File: src/rtl/sram_arbiter.sv
// Two-port arbiter in front of a single-port synchronous SRAM (IDLE -> ACCESS -> RDATA).
// Define SRAM_ARB_RR_EN for round-robin contention; otherwise port 0 has fixed priority.
module sram_arbiter #(
    parameter  int WIDTH = 4,
    parameter  int DEPTH = 32,
    localparam int AW    = $clog2(DEPTH)
) (
    input  logic             clk,
    input  logic             rst,
    input  logic             req0,
    input  logic             req1,
    input  logic             wr0,
    input  logic             wr1,
    input  logic [AW-1:0]    addr0,
    input  logic [AW-1:0]    addr1,
    input  logic [WIDTH-1:0] wdata0,
    input  logic [WIDTH-1:0] wdata1,
    output logic             gnt0,
    output logic             gnt1,
    output logic             rvalid0,
    output logic             rvalid1,
    output logic [WIDTH-1:0] rdata0,
    output logic [WIDTH-1:0] rdata1,
    output logic             ram_cs,
    output logic             ram_we,
    output logic             ram_oe,
    output logic [AW-1:0]    ram_addr,
    output logic [WIDTH-1:0] ram_din,
    input  logic [WIDTH-1:0] ram_dout
);

    typedef enum logic [1:0] {IDLE, ACCESS, RDATA} state_t;

    localparam logic [AW:0] DEPTH_W = DEPTH[AW:0];

    state_t           state_q, state_d;
    logic             sel_q, sel_d;      // 0 = port 0 owns the access, 1 = port 1
    logic             wr_q, wr_d;
    logic [AW-1:0]    addr_q, addr_d;
    logic [WIDTH-1:0] wdata_q, wdata_d;
    logic             capture;
    logic             in_range;

    assign capture  = (state_q == IDLE) && (req0 || req1);
    // Addresses past DEPTH only exist for non-power-of-2 DEPTH; they get a grant but never strobe the RAM.
    assign in_range = ({1'b0, addr_q} < DEPTH_W);

`ifdef SRAM_ARB_RR_EN
    logic last_q;

    assign sel_d = (req0 && req1) ? ~last_q : ~req0;

    always_ff @(posedge clk or negedge rst) begin
        if (!rst) begin
            last_q <= 1'b1;
        end else if (capture) begin
            last_q <= sel_d;
        end
    end
`else
    assign sel_d = ~req0;
`endif

    always_comb begin
        wr_d    = sel_d ? wr1 : wr0;
        addr_d  = sel_d ? addr1 : addr0;
        wdata_d = sel_d ? wdata1 : wdata0;
    end

    always_ff @(posedge clk or negedge rst) begin
        // NOTE: state registers use non-blocking assignments so every flop samples pre-edge values.
        if (!rst) begin
            state_q <= IDLE;
            sel_q   <= 1'b0;
            wr_q    <= 1'b0;
            addr_q  <= '0;
            wdata_q <= '0;
        end else begin
            state_q <= state_d;
            if (capture) begin
                sel_q   <= sel_d;
                wr_q    <= wr_d;
                addr_q  <= addr_d;
                wdata_q <= wdata_d;
            end
        end
    end

    always_comb begin
        // NOTE: every output gets a default first so no path through the case infers a latch.
        state_d  = state_q;
        gnt0     = 1'b0;
        gnt1     = 1'b0;
        rvalid0  = 1'b0;
        rvalid1  = 1'b0;
        rdata0   = '0;
        rdata1   = '0;
        ram_cs   = 1'b0;
        ram_we   = 1'b0;
        ram_oe   = 1'b0;
        ram_addr = '0;
        ram_din  = '0;
        case (state_q)
            IDLE: begin
                if (capture) state_d = ACCESS;
            end
            ACCESS: begin
                gnt0     = ~sel_q;
                gnt1     = sel_q;
                ram_cs   = in_range;
                ram_we   = in_range & wr_q;
                ram_oe   = in_range & ~wr_q;
                ram_addr = addr_q;
                ram_din  = wdata_q;
                state_d  = wr_q ? IDLE : RDATA;
            end
            RDATA: begin
                rvalid0 = ~sel_q;
                rvalid1 = sel_q;
                if (!sel_q) rdata0 = in_range ? ram_dout : '0;
                else        rdata1 = in_range ? ram_dout : '0;
                state_d = IDLE;
            end
            default: state_d = IDLE;
        endcase
    end

endmodule

File: config.mk
export PLATFORM = sky130hd
export DESIGN_NAME = sram_arbiter
export DESIGN_NICKNAME = d
export VERILOG_FILES = /design/src/rtl/sram_arbiter.sv
export SDC_FILE = /design/constraint.sdc
export NUM_CORES = 1
export LEC_CHECK = 0
export BUFFER_PORTS_ARGS = -buffer_cell sky130_fd_sc_hd__buf_4
export CORE_MARGIN = 2
export CORE_UTILIZATION = 36
export DETAILED_ROUTE_END_ITERATION = 10
export PLACE_DENSITY = 0.83
export RECOVER_POWER = 50
export SLEW_MARGIN = 10
export SYNTH_ARGS = -nofsm -noshare
export SYNTH_HDL_FRONTEND = slang
export SYNTH_SLANG_ARGS = --single-unit
File: constraint.sdc
create_clock -name clk -period 1.2 [get_ports clk]
set_input_delay 0.24 -clock clk [delete_from_list [all_inputs] [get_ports clk]]
set_output_delay 0.24 -clock clk [all_outputs]
set_load 0.005 [all_outputs]
==> results.py, run 1 <==
metrics = {
    "synthesis": {
        "synth.net_count": 94,
        "syn_area_per_cell_um2": 11.5,
        "synthFlopType": "dfrtp_1",
        "yosysTopAreaCell": "dfrtp_1",
        "synthTopCellsByArea": "dfrtp_1 (43%), mux2_2 (30%), and2_1 (16%), buf_6 (3.0%), nor2_1 (2.0%)",
        "synthDistinctLibCells": 12,
        "postSynthCellCount": 66,
        "ys_seq_elements": 13,
        "yosysWarnings": 0,
        "synth.cell_area_um2": 756,
        "synthTopCellsByCount": "mux2_2 (20), and2_1 (19), dfrtp_1 (13)",
        "synth-async-reset-ratio_pct": 100,
        "synth.top_cell.area_share_pct": 43.0,
        "synth_edf_count": 0,
        "seq_area_frac_synth_pct": 43.0,
        "synth_most_common_cell": "mux2_2",
    },
    "clock_tree": {
        "clkSlewWorstSetupHoldPaths_ns": 0.07,
        "h-tree-depth": 1,
        "cts_buffers": 3,
        "cts_tree": "built",
        "clock_path_buffers": 2,
        "clock_latency_ns": 0.27,
        "cts-root-buf": "clkbuf_4",
        "cts.sink_count": 13,
    },
    "floorplan": {
        "io_pins": 52,
        "start_util_pct": 38.5,
        "rows": 16,
        "die-area_um2": 2480,
        "core_um2": 1960,
        "die_w_um": 49.8,
        "die_h_um": 49.8,
    },
    "timing": {
        "timing_hold_violations_final": 0,
        "rsz0062_at_grt": "yes",
        "fin_hold_ws_ns": 0.295,
        "timing.max_slew.rel_slack_pct": 54.5,
        "period_needed_ns": 1.50,
        "worst_clock_skew_ns": 0.00421,
        "drv_slew": 0,
        "worst_pin_slew_ns": 0.683,
        "setup_ws_ns": -0.303,
        "fin_crit_sh_pct": 125,
        "fmaxAchievable_mhz": 665,
        "final-setup-viol-count": 34,
    },
    "grt": {
        "grt_max_degree": 14,
        "gr-total-overflow": 0,
        "grt_pass1_wl_mm": 3.77,
        "grt.total_usage_pct": 20.0,
        "grt_pass1_vias": 814,
        "antenna_found_initial": 0,
    },
    "detailed_routing": {
        "dr.pass1.iters": 2,
        "route.detailed.wl_per_inst_um": 14.4,
        "top_layer_used": "met3",
        "drc": 0,
        "vias": 742,
        "ant_nets": 0,
        "met3_length_um": 173,
        "route.met2.wl_mm": 1.21,
        "wl_met1_um": 913,
        "dr.first_iter.drc_count": 5,
        "wl_mm": 2.30,
        "vias_per_cell": 4.67,
    },
    "finish": {
        "drive_above_1_share_pct": 78.8,
        "num-fill-cells": 144,
        "fin_area_um2": 1450,
        "fin_nets": 161,
        "num_antenna_cells": 0,
        "multiInputGateArea_um2": 498,
        "regArea_um2": 327,
        "area_growth_pct": 91.6,
    },
    "worst_setup_path": {
        "rrSetupSlack_ns": -0.20,
        "endpoint": "ram_addr[2]",
        "start_kind": "flip-flop",
        "cp_data_required_time_ns": 0.96,
        "cp-end-kind": "output port",
        "r2r-end": "addr_q[2]",
        "critPathLaunch": "state_q[0]",
        "crit_fanout": 6,
        "critPathKind": "flip-flop to output port",
        "r2r-start": "state_q[0]",
        "r2r_cells": 5,
        "worstPathArrival_ns": 1.26,
    },
    "outcome": {
        "status": "finished with violations",
        "violations": "negative setup slack",
    },
    "flow_run": {
        "maxCapViolCount": 0,
    },
    "pwr": {
        "p_per_area_nw_per_um2": 2250,
        "ir_drop_mv": 1.42,
        "p_leak_nw": 0.730,
    },
    "min_path": {
        "worstHoldPathType": "primary input to flip-flop",
    },
    "placed_design": {
        "gp_congestion": 0.693,
        "postPlaceCellArea_um2": 1190,
        "port_buffers": 51,
    },
}
report_power, final:
group / switching [W] / internal (W)
combinational: 0.000728 / 0.00142
sequential: 0.000176 / 0.000667
clock: 0.000128 / 0.000129
total: 0.00103 / 0.00222
logic make-up after synthesis:
logic type	after synthesis	share of synthesized area, %
buffers and inverters	4	4.14
AND/OR/NAND/NOR	26	20.7
multiplexers	20	29.8
AO/OA/AOI/OAI	3	2.32
flip-flops	13	43.0
worst min path at each step:
stage          cells past startpoint          to      start  slack, ns
3_3_place_gp                       1   addr_q[2]        rst       0.09
2_1_floorplan                      0   addr_q[0]        rst      -0.06
5_1_grt                            3  wdata_q[0]  wdata1[0]       0.33
6_report                           3       sel_q       req1       0.30
4_1_cts                            3       sel_q       req1       0.30
3_5_place_dp                       1  wdata_q[1]        rst       0.09
per-stage QoR:
| step | util (%) | setup WS [ns] | TNS (ns) | cells | total power [W] |
|---|---|---|---|---|---|
| global placement | 60.7 | -0.0861 | -1.52 | 145 | 0.00214 |
| global route | 73.8 | -0.356 | -10.11 | 159 | 0.00347 |
| detailed placement | 60.7 | -0.138 | -2.44 | 145 | 0.00219 |
| CTS | 70.7 | -0.294 | -8.10 | 157 | 0.00305 |
| finish | 73.8 | -0.303 | -8.22 | 159 | 0.00325 |
| floorplan | - | -0.0518 | -0.467 | 66 | 0.00148 |
placed cells by master, fill, tap and decap left out, drive strengths merged:
cell type / n
a21oi: 2
and2: 19
and3b: 1
buf: 62
clkbuf: 5
clkinvlp: 1
dfrtp: 13
dlygate4sd3: 1
inv: 1
mux2: 20
nand2b: 1
nor2: 4
nor3b: 1
o21a: 1
area by class of cell:
cell class / instances / area share, %
tap: 27 / 2.33
inverter: 1 / 0.259
sequential: 13 / 22.6
clock buffer: 4 / 1.82
multi-input combinational: 49 / 34.4
timing repair inverter: 1 / 0.519
timing repair buffer: 64 / 38.1
registers in the layout (all words and copies together), names as in the netlist:
name / cells
wdata_q: 4
sel_q: 1
wr_q: 1
state_q: 2
addr_q: 5
metal layers:
| layer | track usage [%] | vias to the layer above |
|---|---|---|
| met5 | 0 | - |
| met3 | 5.45 | 0 |
| met2 | 37.8 | 39 |
| met4 | 4.17 | 0 |
| li1 | - | 353 |
| met1 | 22.0 | 350 |
repair_timing:
item	in CTS	in global routing
hold buffers	1	0
pin swaps	9	3
gates cloned	2	0
setup buffers	5	3
setup endpoints to repair	34	34
endpoints found under the hold margin	13	0
gates resized for setup	28	19
worst max-delay path, stage by stage (launching register included):
cell	delay, ns
dfrtp_2	0.45
nand2b_4	0.11
clkinvlp_4	0.15
and2_4	0.18
buf_6	0.11
Power figures use the tool's default switching activity.
==> run 2, diff against run 1 <==
clock period = 1.25 ns   (was 1.2 ns; I/O delays follow)
==> run 2 against run 1 <==
Against the previous run:
- critical endpoint is now ram_addr[3]
- utilization shrank 5.3 points
- die area is the same
- routed wire length shrank 12%
- worst hold slack lost 0.035 ns
- flip-flop and latch count is the same
- via count shrank 3.0%
- largest cell class unchanged
- sequential power shrank 5.3%
- register-to-register slack is essentially flat
- the flow still finishes with violations (negative setup slack)
- final cell count shrank 1.9%
- critical path depth is the same
- non-clock buffer count shrank 3
==> results.py, run 2 (synthesis results as in run 1) <==
metrics = {
    "finish": {
        "num-fill-cells": 168,
        "largestRegisters": "addr_q: 5 flops, wdata_q: 4 flops, state_q: 2 flops",
        "final_cells": 156,
        "layout_commonest_cell": "buf_4",
        "final_cell_mix": "buf_4 (49), mux2_2 (19), and2_1 (12), dfrtp_1 (11), buf_6 (10)",
        "largest_reg_flops": 5,
        "num_antenna_cells": 0,
        "fin_area_um2": 1340,
        "largest_register": "addr_q",
        "drive_above_1_share_pct": 76.0,
        "area_growth_pct": 77.8,
        "fin_nets": 158,
    },
    "worst_setup_path": {
        "cp_data_required_time_ns": 1.00,
        "start_kind": "flip-flop",
        "endpoint": "ram_addr[3]",
        "r2r-end": "wdata_q[3]",
        "crit_fanout": 6,
        "critPathLaunch": "state_q[1]",
        "r2r_cells": 5,
        "r2r-start": "state_q[0]",
        "cp-end-kind": "output port",
        "critPathKind": "flip-flop to output port",
        "worstPathArrival_ns": 1.28,
        "rrSetupSlack_ns": -0.21,
    },
    "timing": {
        "timing.max_slew.rel_slack_pct": 53.5,
        "timing_hold_violations_final": 0,
        "fin_crit_sh_pct": 122,
        "drv_slew": 0,
        "final-setup-viol-count": 34,
        "rsz0062_at_grt": "yes",
        "fmaxAchievable_mhz": 655,
        "setup_ws_ns": -0.276,
        "period_needed_ns": 1.53,
        "worst_clock_skew_ns": 0.00636,
        "worst_pin_slew_ns": 0.698,
    },
    "placed_design": {
        "port_buffers": 51,
        "gp_congestion": 0.744,
        "dp_cells": 146,
        "postPlaceCellArea_um2": 1180,
        "place_hpwl_mm": 1.47,
        "pre_cts_ws_ns": -0.0970,
    },
    "clock_tree": {
        "cts-root-buf": "clkbuf_4",
        "cts.sink_count": 13,
        "cts_tree": "built",
        "clock_path_buffers": 2,
        "clock_latency_ns": 0.27,
        "cts_buffers": 3,
        "h-tree-depth": 1,
        "clkSlewWorstSetupHoldPaths_ns": 0.08,
    },
    "grt": {
        "grt_max_degree": 14,
        "grt_pass1_wl_mm": 3.44,
        "grt_pass1_vias": 784,
        "gr-total-overflow": 0,
        "grt.total_usage_pct": 18.3,
        "antenna_found_initial": 0,
    },
    "detailed_routing": {
        "drc": 0,
        "dr.first_iter.drc_count": 2,
        "dr.pass1.iters": 4,
        "wl_mm": 2.02,
        "vias_per_cell": 4.62,
        "route.detailed.wl_per_inst_um": 12.9,
        "vias": 720,
        "ant_nets": 0,
    },
    "pwr": {
        "power_w": 0.00271,
        "p_per_area_nw_per_um2": 2020,
        "p_leak_nw": 0.662,
        "ir_drop_mv": 1.19,
    },
    "min_path": {
        "hp-start": "req1",
        "worstHoldPathType": "primary input to flip-flop",
    },
    "floorplan": {
        "die_w_um": 49.8,
        "die_h_um": 49.8,
        "core_um2": 1960,
        "io_pins": 52,
        "start_util_pct": 38.5,
        "rows": 16,
        "die-area_um2": 2480,
    },
    "outcome": {
        "violations": "negative setup slack",
        "status": "finished with violations",
    },
    "flow_run": {
        "maxCapViolCount": 0,
    },
}
[run 2: per-stage QoR]
step	hold slack [ns]	utilization, %	TNS (ns)
after CTS	0.264	66.3	-6.95
after global routing	0.279	68.5	-9.26
after floorplan	-0.0456	-	-0.0166
after detailed placement	0.107	60.4	-1.21
final	0.260	68.5	-7.59
after global placement	0.102	60.4	-0.589
[run 2: how the worst min path moves through the flow]
stage / end / cells after the start
after floorplan: addr_q[0] / 0
after CTS: sel_q / 3
final: sel_q / 3
after detailed placement: addr_q[2] / 1
after global placement: addr_q[2] / 1
after global routing: sel_q / 3
[run 2: power by group]
group / switching (W) / total, W / internal (W)
registers: 0.000156 / 0.000798 / 0.000642
clock network: 0.000138 / 0.000262 / 0.000123
logic: 0.000582 / 0.00165 / 0.00107
[run 2: what timing repair did]
item                                   CTS  global route
buffers inserted                         4             1
hold buffers                             1             0
gates cloned                             1             0
resized for setup                       16            13
setup endpoints to repair               34            34
pin swaps                               10             5
endpoints found under the hold margin   13             0
[run 2: metal layers]
| layer | global-route usage, % | part of all wire (%) |
|---|---|---|
| met4 | 6.94 | 0.84 |
| met1 | 21.8 | 40 |
| met5 | 0 | 0 |
| met2 | 32.9 | 53 |
| met3 | 2.73 | 6.7 |
[run 2: critical path, stage by stage (launching register included)]
cell and delay (ns):
dfrtp_1 0.41, nand2b_4 0.18, clkinvlp_4 0.13, and2_1 0.16, buf_4 0.13
[run 2: area by class of cell]
class | instances | area, µm² | share of cell area [%]
Timing Repair Buffer | 61 | 494 | 36.8
Clock buffer | 4 | 26.3 | 1.96
Timing Repair inverter | 1 | 7.51 | 0.559
Inverter | 1 | 3.75 | 0.279
Tap cell | 27 | 33.8 | 2.51
Multi-Input combinational cell | 49 | 450 | 33.5
Sequential cell | 13 | 328 | 24.4
==> run 3, diff against run 2 <==
CORE_UTILIZATION = 43   (was 36)
PLACE_DENSITY = 0.92   (was 0.83)
clock period = 1.9 ns   (was 1.25 ns; I/O delays follow)
==> run 3 against run 2 <==
Against the previous run:
- the run now ends clean
- via count fell by 5.3%
- combinational power fell by 54%
- die area fell by 15%
- non-clock buffer count fell by 9
- utilization rose by 0.47 points
- flip-flop and latch count did not move
- design area fell by 13%
- clock skew fell by 0.0027 ns
- largest cell class is now multi-input gates
==> results.py, run 3 (synthesis results as in run 1) <==
metrics = {
    "worst_setup_path": {
        "critPathKind": "flip-flop to output port",
        "crit_fanout": 12,
        "r2r_cells": 3,
        "worstPathArrival_ns": 1.42,
        "cp-end-kind": "output port",
        "r2r-start": "state_q[1]",
        "rrSetupSlack_ns": 0.38,
        "start_kind": "flip-flop",
        "r2r-end": "wdata_q[3]",
        "cp_data_required_time_ns": 1.52,
    },
    "pwr": {
        "p_leak_nw": 0.589,
        "p_per_area_nw_per_um2": 1230,
        "ir_drop_mv": 0.734,
    },
    "grt": {
        "antenna_found_initial": 0,
        "grt_max_degree": 14,
        "grt.total_usage_pct": 18.7,
        "grt_pass1_wl_mm": 2.75,
        "grt_pass1_vias": 658,
        "gr-total-overflow": 0,
    },
    "timing": {
        "timing_hold_violations_final": 0,
        "worst_pin_slew_ns": 0.681,
        "fin_crit_sh_pct": 94.8,
        "final-setup-viol-count": 0,
        "drv_slew": 0,
        "worst_clock_skew_ns": 0.00365,
        "period_needed_ns": 1.80,
        "rsz0062_at_grt": "no",
        "tns_ns": 0,
        "fmaxAchievable_mhz": 555,
        "timing.max_slew.rel_slack_pct": 54.6,
    },
    "floorplan": {
        "rows": 15,
        "die_w_um": 45.9,
        "die_h_um": 45.9,
        "die-area_um2": 2110,
        "start_util_pct": 44.7,
        "core_um2": 1690,
        "io_pins": 52,
    },
    "finish": {
        "fin_area_um2": 1160,
        "largest_reg_flops": 5,
        "layout_commonest_cell": "buf_4",
        "largestRegisters": "addr_q: 5 flops, wdata_q: 4 flops, state_q: 2 flops",
        "drive_above_1_share_pct": 61.3,
        "fin_nets": 148,
        "num_antenna_cells": 0,
        "multiInputGateArea_um2": 399,
        "largest_register": "addr_q",
        "num-fill-cells": 128,
        "regArea_um2": 325,
        "area_growth_pct": 54.1,
        "final_cell_mix": "buf_4 (47), mux2_2 (20), and2_1 (19), dfrtp_1 (13), clkbuf_4 (6)",
    },
    "detailed_routing": {
        "wl_mm": 1.78,
        "vias": 682,
        "ant_nets": 0,
        "drc": 0,
        "vias_per_cell": 5.01,
        "dr.first_iter.drc_count": 9,
        "dr.pass1.iters": 4,
        "route.detailed.wl_per_inst_um": 13.1,
    },
    "placed_design": {
        "gp_congestion": 0.682,
        "port_buffers": 51,
        "place_hpwl_mm": 1.43,
        "postPlaceCellArea_um2": 1130,
    },
    "clock_tree": {
        "clock_latency_ns": 0.28,
        "cts_buffers": 3,
        "post_cts_buffers": 0,
        "cts_tree": "built",
        "cts.sink_count": 13,
        "clkSlewWorstSetupHoldPaths_ns": 0.08,
        "cts-root-buf": "clkbuf_4",
        "clock_path_buffers": 2,
        "h-tree-depth": 1,
    },
    "min_path": {
        "worstHoldPathType": "primary input to flip-flop",
        "hold_depth": 3,
        "min_to": "sel_q",
        "hp-start": "req1",
    },
    "outcome": {
        "status": "complete, no violations",
    },
    "flow_run": {
        "maxCapViolCount": 0,
    },
}
## run 3: timing repair
item                       in CTS  in global routing
resized for setup               0                  0
setup endpoints to repair       0                  0
hold buffers                    1                  0
hold endpoints to repair       13                  0
## run 3: how the worst max path moves through the flow
stage	startpoint	to	slack, ns	cells after the start
2_1_floorplan	sel_q	rdata0[0]	0.57	2
3_3_place_gp	req0	addr_q[1]	0.36	3
3_5_place_dp	req0	addr_q[2]	0.34	3
4_1_cts	sel_q	rdata0[3]	0.09	3
5_1_grt	state_q[1]	ram_addr[3]	0.01	4
6_report	state_q[1]	ram_addr[3]	0.1	4
## run 3: layout make-up
type                    instances  share of cell area, %
inverters                       1                  0.322
flip-flops and latches         13                   27.9
multi-input cells              49                   34.3
repair buffers                 52                   33.4
well taps                      17                   1.83
clock buffers                   4                   2.26
## run 3: power by group
group	leakage [nW]	switching [W]	internal, W	total [W]
sequential	0.154	0.0000841	0.000419	0.000503
combinational	0.420	0.000295	0.000469	0.000765
clock	0.0150	0.0000860	0.0000815	0.000167
## run 3: worst max-delay path, stage by stage (launching register included)
cell and delay, ns:
dfrtp_1 0.40, nand2b_1 0.19, inv_1 0.26, and2_1 0.19
buf_4 0.11
## run 3: per-layer routing
metal  wire (µm)  track usage (%)  vias up  share of wire [%]
met3         220             7.54        2                 12
met2         853             29.7       47                 48
met5           0                0        -                  0
met1         677             20.7      307                 38
met4          24             11.4        0                1.4
li1            -                -      326                  -
## run 3: per-stage QoR
| stage | worst slack (ns) | hold WS (ns) | std cells | power [W] | util [%] |
|---|---|---|---|---|---|
| final | 0.0990 | 0.388 | 136 | 0.00144 | 69.0 |
| after global routing | 0.0124 | 0.414 | 136 | 0.00156 | 69.0 |
| after CTS | 0.0889 | 0.386 | 136 | 0.00145 | 69.2 |
| after detailed placement | 0.339 | 0.232 | 131 | 0.00128 | 67.0 |
| after global placement | 0.357 | 0.233 | 131 | 0.00125 | 67.0 |
| after floorplan | 0.570 | 0.0844 | 66 | 0.000929 | - |
